File: src/rtl/uart_tx_fifo.sv
// UART transmitter fed by a circular-buffer FIFO. Frames are sent back-to-back with no idle gap.
// Frame format and baud divisor are fixed at elaboration time.
module uart_tx_fifo #(
  parameter int CLKS_PER_BIT = 434,
  parameter int DATA_BITS    = 8,
  parameter int PARITY       = 0,
  parameter int STOP_BITS    = 1,
  parameter int FIFO_DEPTH   = 4
) (
  input  logic                          clk_50m,
  input  logic                          rst_n,
  input  logic [DATA_BITS-1:0]          din,
  input  logic                          wr_en,
  output logic                          full,
  output logic [$clog2(FIFO_DEPTH):0]   fifo_count,
  output logic                          overflow,
  output logic                          tx,
  output logic                          tx_busy
);

  localparam int PTR_W = $clog2(FIFO_DEPTH);
  localparam int CNT_W = PTR_W + 1;
  localparam int DIV_W = $clog2(CLKS_PER_BIT);

  localparam logic [DIV_W-1:0] DIV_LAST  = DIV_W'(CLKS_PER_BIT - 1);
  localparam logic [3:0]       DATA_LAST = 4'(DATA_BITS - 1);
  localparam logic [3:0]       STOP_LAST = 4'(STOP_BITS - 1);
  localparam logic [CNT_W-1:0] DEPTH     = CNT_W'(FIFO_DEPTH);

  typedef enum logic [2:0] {
    S_IDLE,
    S_START,
    S_DATA,
    S_PARITY,
    S_STOP
  } state_t;

  state_t                 state;
  logic [DIV_W-1:0]       div_cnt;
  logic [3:0]             bit_cnt;
  logic [DATA_BITS-1:0]   shreg;
  logic                   par_bit;

  logic [DATA_BITS-1:0]   mem [FIFO_DEPTH];
  logic [PTR_W-1:0]       wr_ptr;
  logic [PTR_W-1:0]       rd_ptr;
  logic [CNT_W-1:0]       count_next;

  logic tick;
  logic stop_done;
  logic pop;
  logic push;

  assign tick      = (div_cnt == DIV_LAST);
  assign stop_done = (state == S_STOP) && tick && (bit_cnt == STOP_LAST);
  assign pop       = (fifo_count != '0) && ((state == S_IDLE) || stop_done);
  // Acceptance depends only on the registered count, never on a same-cycle pop.
  assign push      = wr_en && (fifo_count < DEPTH);

  always_comb begin
    // NOTE: every always_comb output gets a default first so no path can infer a latch.
    count_next = fifo_count;
    if (push && !pop) begin
      count_next = fifo_count + 1'b1;
    end else if (!push && pop) begin
      count_next = fifo_count - 1'b1;
    end
  end

  always_ff @(posedge clk_50m or negedge rst_n) begin
    if (!rst_n) begin
      wr_ptr     <= '0;
      rd_ptr     <= '0;
      fifo_count <= '0;
      full       <= 1'b0;
      overflow   <= 1'b0;
    end else begin
      if (push) wr_ptr <= wr_ptr + 1'b1;
      if (pop)  rd_ptr <= rd_ptr + 1'b1;
      fifo_count <= count_next;
      full       <= (count_next == DEPTH);
      overflow   <= wr_en && !push;
    end
  end

  // NOTE: storage is deliberately not reset; only pointers and count define what is valid.
  always_ff @(posedge clk_50m) begin
    if (push) mem[wr_ptr] <= din;
  end

  always_ff @(posedge clk_50m or negedge rst_n) begin
    if (!rst_n) begin
      state   <= S_IDLE;
      tx      <= 1'b1;
      tx_busy <= 1'b0;
      div_cnt <= '0;
      bit_cnt <= '0;
      shreg   <= '0;
      par_bit <= 1'b0;
    end else begin
      // NOTE: non-blocking updates; a later assignment in a branch overrides this default.
      div_cnt <= tick ? '0 : div_cnt + 1'b1;
      case (state)
        S_IDLE: begin
          div_cnt <= '0;
          if (pop) begin
            shreg   <= mem[rd_ptr];
            par_bit <= ^mem[rd_ptr];
            bit_cnt <= '0;
            tx      <= 1'b0;
            tx_busy <= 1'b1;
            state   <= S_START;
          end else begin
            tx      <= 1'b1;
            tx_busy <= (count_next != '0);
          end
        end
        S_START: begin
          if (tick) begin
            tx    <= shreg[0];
            state <= S_DATA;
          end
        end
        S_DATA: begin
          if (tick) begin
            if (bit_cnt == DATA_LAST) begin
              bit_cnt <= '0;
              if (PARITY != 0) begin
                tx    <= (PARITY == 2) ? ~par_bit : par_bit;
                state <= S_PARITY;
              end else begin
                tx    <= 1'b1;
                state <= S_STOP;
              end
            end else begin
              bit_cnt <= bit_cnt + 1'b1;
              shreg   <= shreg >> 1;
              tx      <= shreg[1];
            end
          end
        end
        S_PARITY: begin
          if (tick) begin
            tx    <= 1'b1;
            state <= S_STOP;
          end
        end
        S_STOP: begin
          if (tick) begin
            if (bit_cnt != STOP_LAST) begin
              bit_cnt <= bit_cnt + 1'b1;
            end else if (pop) begin
              // Chain straight into the next start bit so back-to-back frames have no gap.
              shreg   <= mem[rd_ptr];
              par_bit <= ^mem[rd_ptr];
              bit_cnt <= '0;
              tx      <= 1'b0;
              state   <= S_START;
            end else begin
              tx      <= 1'b1;
              tx_busy <= (count_next != '0);
              state   <= S_IDLE;
            end
          end
        end
        default: begin
          state   <= S_IDLE;
          tx      <= 1'b1;
          div_cnt <= '0;
          bit_cnt <= '0;
          tx_busy <= (count_next != '0);
        end
      endcase
    end
  end

endmodule
File: config.mk
export PLATFORM = sky130hd
export DESIGN_NAME = uart_tx_fifo
export DESIGN_NICKNAME = d
export VERILOG_FILES = /design/src/rtl/uart_tx_fifo.sv
export SDC_FILE = /design/constraint.sdc
export NUM_CORES = 1
export LEC_CHECK = 0
export CAP_MARGIN = 5
export CORE_MARGIN = 2
export CORE_UTILIZATION = 35
export CTS_CLUSTER_DIAMETER = 200
export DETAILED_ROUTE_END_ITERATION = 10
export PLACE_DENSITY = 0.5
export SYNTH_ARGS = -nofsm -noshare
export SYNTH_HDL_FRONTEND = slang
export SYNTH_SLANG_ARGS = --single-unit
File: constraint.sdc
create_clock -name clk_50m -period 7.4 [get_ports clk_50m]
set_clock_uncertainty 0.2 [all_clocks]
set_input_delay 1.48 -clock clk_50m [delete_from_list [all_inputs] [get_ports clk_50m]]
set_output_delay 1.48 -clock clk_50m [all_outputs]
set_load 0.05 [all_outputs]
# After elaboration in Yosys (flattened, before gate mapping)
# Memories as Yosys holds them, arrays and structs flattened.
# Index checks and enable logic that the tools add are counted.
# word_totals
ram_bits	32
ff_bits	35
inputBits	11
mem_count	1
output_inout_bits	7
# mem_list
name	depth	word_bits	read_ports	rd_clocked_by_memory_dff	write_ports	line	text
mem	4	8	1	0	1	44	logic [DATA_BITS-1:0] mem [FIFO_DEPTH];
# op_classes
mux	40
reduce_logical	24
n_bitwise	2
n_lt_le_gt_ge	1
addsub	6
n_eq_ne	16
# op_table
operator	count
two-way mux 8 bit	5
two-way mux 3 bit	9
case mux 8 bit (3 select lines)	1
two-way mux 4 bit	5
two-way mux 9 bit	2
inequality test 2 bit, second input constant	9
case mux 4 bit (4 select lines)	1
case mux 3 bit (5 select lines)	1
two-way mux 1 bit	14
AND reduction 5 bit	2
adder 9 x 1 -> 9 bit, second input constant	1
== test 9 bit, second input constant	1
nonzero test 3 bit	3
logical AND 1 bit	7
AND reduction 7 bit	1
== test 3 x 2 -> 1 bit, second input constant	2
== test 3 bit, second input constant	2
case mux 1 bit (5 select lines)	1
adder 2 x 1 -> 2 bit, second input constant	2
adder 4 x 1 -> 4 bit, second input constant	1
== test 4 x 3 -> 1 bit, second input constant	1
zero test 4 bit	1
AND reduction 4 bit	1
nonzero test 4 bit	1
other kinds (13)	15

# Depth between registers and ports, before layout
# depth
word_depth	13
depth_mapped	10
depth_no_buf	8

# Worst setup path before layout
# OpenSTA, ideal clock, no wires.
# synth_path
path_kind	register to register
start	reg bit_cnt[0]
end	reg shreg[1]
path_stages_with_launch	11
setup_ps	73
setup_slack_ps	4541
required_ps	7127
n_path_buf	2
arrival_ps	2586
synth_period_minus_slack_ps	2859
path_cell_list	dfrtp_1 > inv_1 > ha_1 > or3b_2 > clkbuf_1 > o31ai_4 > nand2_4 > a222oi_1 > buf_6 > nor2_1 > a21oi_2
# synth_between
elab_chain_cells	8
elab_cells_between_ends	13
# synth_rtl
element	line	text
start, declared	40	logic [3:0] bit_cnt;
start signal, assigned	136	bit_cnt <= bit_cnt + 1'b1;
start signal, assigned	151	bit_cnt <= bit_cnt + 1'b1;
zero test 4 bit	55	assign stop_done = (state == S_STOP) && tick && (bit_cnt == STOP_LAST);
logical AND 1 bit	55	
logical OR 1 bit	56	assign pop = (fifo_count != '0) && ((state == S_IDLE) || stop_done);
logical AND 1 bit	56	
two-way mux 8 bit (3 in a row)	--	
case mux 8 bit (3 select lines)	--	
end signal, assigned	107	shreg <= mem[rd_ptr];
end signal, assigned	137	shreg <= shreg >> 1;
end signal, assigned	154	shreg <= mem[rd_ptr];
end, declared	41	logic [DATA_BITS-1:0] shreg;
# Parallel ways exist; a longest one is shown, timed or not. The select of a mux whose other input is x is not followed.
# A chain may end at the register's enable or synchronous reset.

# Worst setup path after layout
# layout_path
start	reg fifo_count[2]
end	out fifo_count[2]
# layout_lines
element	line	text
start, declared	15	output logic [$clog2(FIFO_DEPTH):0] fifo_count,
start signal, assigned	80	fifo_count <= count_next;
# No word-level cell between the ends.

==> flow_summary.ini <==
[logic_synthesis]
syn_nets = 279
number_of_synthesized_register_bits = 67
ys_async_sr_fraction_pct = 52.24
synth_top_cells_by_area = edfxtp_1 30%, dfrtp_1 27%, mux4_2 5.7%
number_of_enable_flip_flop_cells_after_synthesis = 32
yosysUniqueCellTypes = 47
synthesis.area_mm2 = 0.003173
syn_inst = 257
synth_top_area_cell = edfxtp_1
syn_area_per_cell_um2 = 12.35
synth-seq-area-share_pct = 57.93
ys.flop_type = dfrtp_1
yosys_warnings = 0
synthDominantCellAreaShare_pct = 30.28

[job]
drv_cap = 0

[floorplan]
die_area_mm2 = 0.009844
die_w_um = 99.22
placementRows = 34
start_util_pct = 36.21
core_area_mm2 = 0.008763
io_pins = 18
die_height_um = 99.22

[setup_path]
critical_path_s_largest_stage_delay_ns = 0.85
crit_fanout = 8
cp.arrival_ns = 1.68
crit_buf_inv = 1
timing.setup.critical_path_class = register to output pin
crit_chain = clkdlybuf4s50_1
end_kind = output pin
worstSetupStartpointType = register
kind_of_cell_with_the_highest_combined_delay_on_the_critical_path = buffers and inverters
crit_path_top_delay_cell = clkdlybuf4s50_1
required_time_reported_for_the_critical_path_endpoint_ns = 5.72

[power_and_ir_drop]
power_density_mw_per_mm2 = 325.9
max-vdd-ir-drop_v = 0.0001461
cellLeakagePower_nw = 1.345

[timing]
period_minus_slack_ns = 3.358
tightestPinTransition_ns = 0.9400
max_slew_margin_pct = 37.10
final.period_utilization_pct = 45.38
unrepaired_setup_endpoints_after_global_routing = no
timing_max_transition_violations_final = 0
setup_viol = 0
fmax_ghz = 0.2978
final_hold_viol_count = 0
setup_tns_ns = 0

[place]
dpl-instance-area_mm2 = 0.003435
gp_congestion = 0.7895
buffer_ports.inserted = 17
detailed_place_hpwl_mm = 3.979

[route]
wl_per_cell_um = 14.70
drc_errors = 0
drt-vias-per-instance = 4.972
route.vias.total = 1934
drt_pass1_iterations = 4
drt-total-wl_mm = 5.720
antenna_left = 0
drt_iter0_markers = 57

[clocking]
reg_clk_slew_reported_paths_ns = 0.08
clock_sink_count = 67
worst_skew_pair.late_latency_ns = 0.34
numCtsBuffers = 9
setup_repair_bufs_after_cts = 0
cts-root-buf = clkbuf_8
cts-hold-fix-buffers = 0
cts.repair.resized = 0
cts_tree = done
ctsLongestPathBuffers = 2
clock_h_tree_levels = 3

[global_route]
first_global_vias = 1938
grt_first_pass_wirelength_mm = 9.784
globalRouteOverflowTotal = 0
grt_max_degree = 36
grt_util_all_layers_pct = 12.67
grt_antenna_before_repair = 0

[cells_and_area]
mostFrequentLayoutCell = dfrtp_1
design_area_mm2 = 0.003636
final_core_utilization_pct = 41.49
layout.nets = 298
area_growth_pct = 14.59
layout_cells_sized_above_1_pct = 13.88
n_antenna_cell = 0
final_cell_mix = 34 x dfrtp_1, 32 x nor2_1, 32 x edfxtp_1, 16 x clkdlybuf4s50_1, 14 x a21oi_1

[outcome]
status = completed

[worst_hold_path]
hold_path_class = register to register
## path summary, 6_finish.rpt
kind	from	endpoint	slack (ns)	depth (start not counted)
max in group asynchronous	rst_n	div_cnt[1]$_DFF_PN0_	5.44	1
hold reg to reg	tx$_DFFE_PN1P_	tx$_DFFE_PN1P_	0.29	2
setup / recovery	fifo_count[2]$_DFF_PN0_	fifo_count[2]	4.04	1
hold / removal	tx$_DFFE_PN1P_	tx$_DFFE_PN1P_	0.29	2
min in group asynchronous	rst_n	shreg[5]$_DFFE_PN0P_	1.04	1
setup reg to reg	bit_cnt[0]$_DFFE_PN0P_	tx_busy$_DFFE_PN0P_	4.53	8
## sequential cells by signal, indices dropped and copies added (netlist names), 2 cells and up
| name | cells |
|---|---|
| state | 3 |
| shreg | 8 |
| div_cnt | 9 |
| wr_ptr | 2 |
| bit_cnt | 4 |
| mem | 32 |
| rd_ptr | 2 |
| fifo_count | 3 |
## metal layers
layer | global-route usage (%) | wire length (µm)
met1 | 18.31 | 3009
met2 | 18.40 | 2493
met3 | 4.568 | 175
met4 | 2.845 | 42
met5 | 0 | 0
## synth_stat cells (2+ instances only)
master,instances
a21oi_2,2
nand4_1,3
edfxtp_1,32
xnor2_1,9
ha_1,11
a21oi_1,14
nor2b_1,5
nor3_1,3
xor2_1,2
nor4b_1,2
a32o_1,2
o31ai_1,3
nand2b_1,5
nand2_1,11
mux2i_1,8
or2_2,4
dfrtp_1,34
and2_1,7
a211oi_1,2
inv_1,11
nand3_1,6
o21ai_0,10
mux4_2,8
clkbuf_1,7
nor2_1,32
o22ai_1,3
## per-stage QoR
stage          worst slack (ns)  power, mW  cells  hold WS (ns)
5_1_grt                   3.961      1.264    389        0.3341
3_3_place_gp              3.908     0.8898    373        0.2752
3_5_place_dp              3.923     0.8910    373        0.2808
6_report                  4.042      1.185    389        0.2885
4_1_cts                   4.006      1.204    389        0.2942
2_1_floorplan             4.541     0.7942    257        0.2804
## worst reg2reg max path, delay by kind of cell, from the launching register on
family	cells	cell delay (ns)
AOI/OAI and AO/OA	4	1.10
adders and majority gates	1	0.14
buffers and inverters	1	0.09
DFF	1	0.42
and+or+nand+nor	2	0.76
## layout make-up
cell class | instances | area (µm²)
clock inverters | 6 | 73.82
fillers | 846 | 5127
repair buffers | 18 | 172.7
flip-flops and latches | 67 | 1838
inverters | 11 | 41.29
multi-input cells | 169 | 1247
well taps | 108 | 135.1
clock buffers | 10 | 127.6
## report_power, final
part           internal (mW)  switching, mW  leakage [nW]  total [mW]
Sequential             0.467         0.0779         0.713       0.545
Combinational          0.156          0.175         0.531       0.332
Clock                  0.160          0.149         0.101       0.308
## cells by family after synthesis
family                     share of synthesized area (%)
DFF                                                57.93
buffers and inverters                              2.760
AOI/OAI and AO/OA                                  10.29
adders and majority gates                          4.337
xor gates and xnor gates                           3.037
muxes                                              8.557
and+or+nand+nor                                    13.09
(Power assumes the default switching activity.)
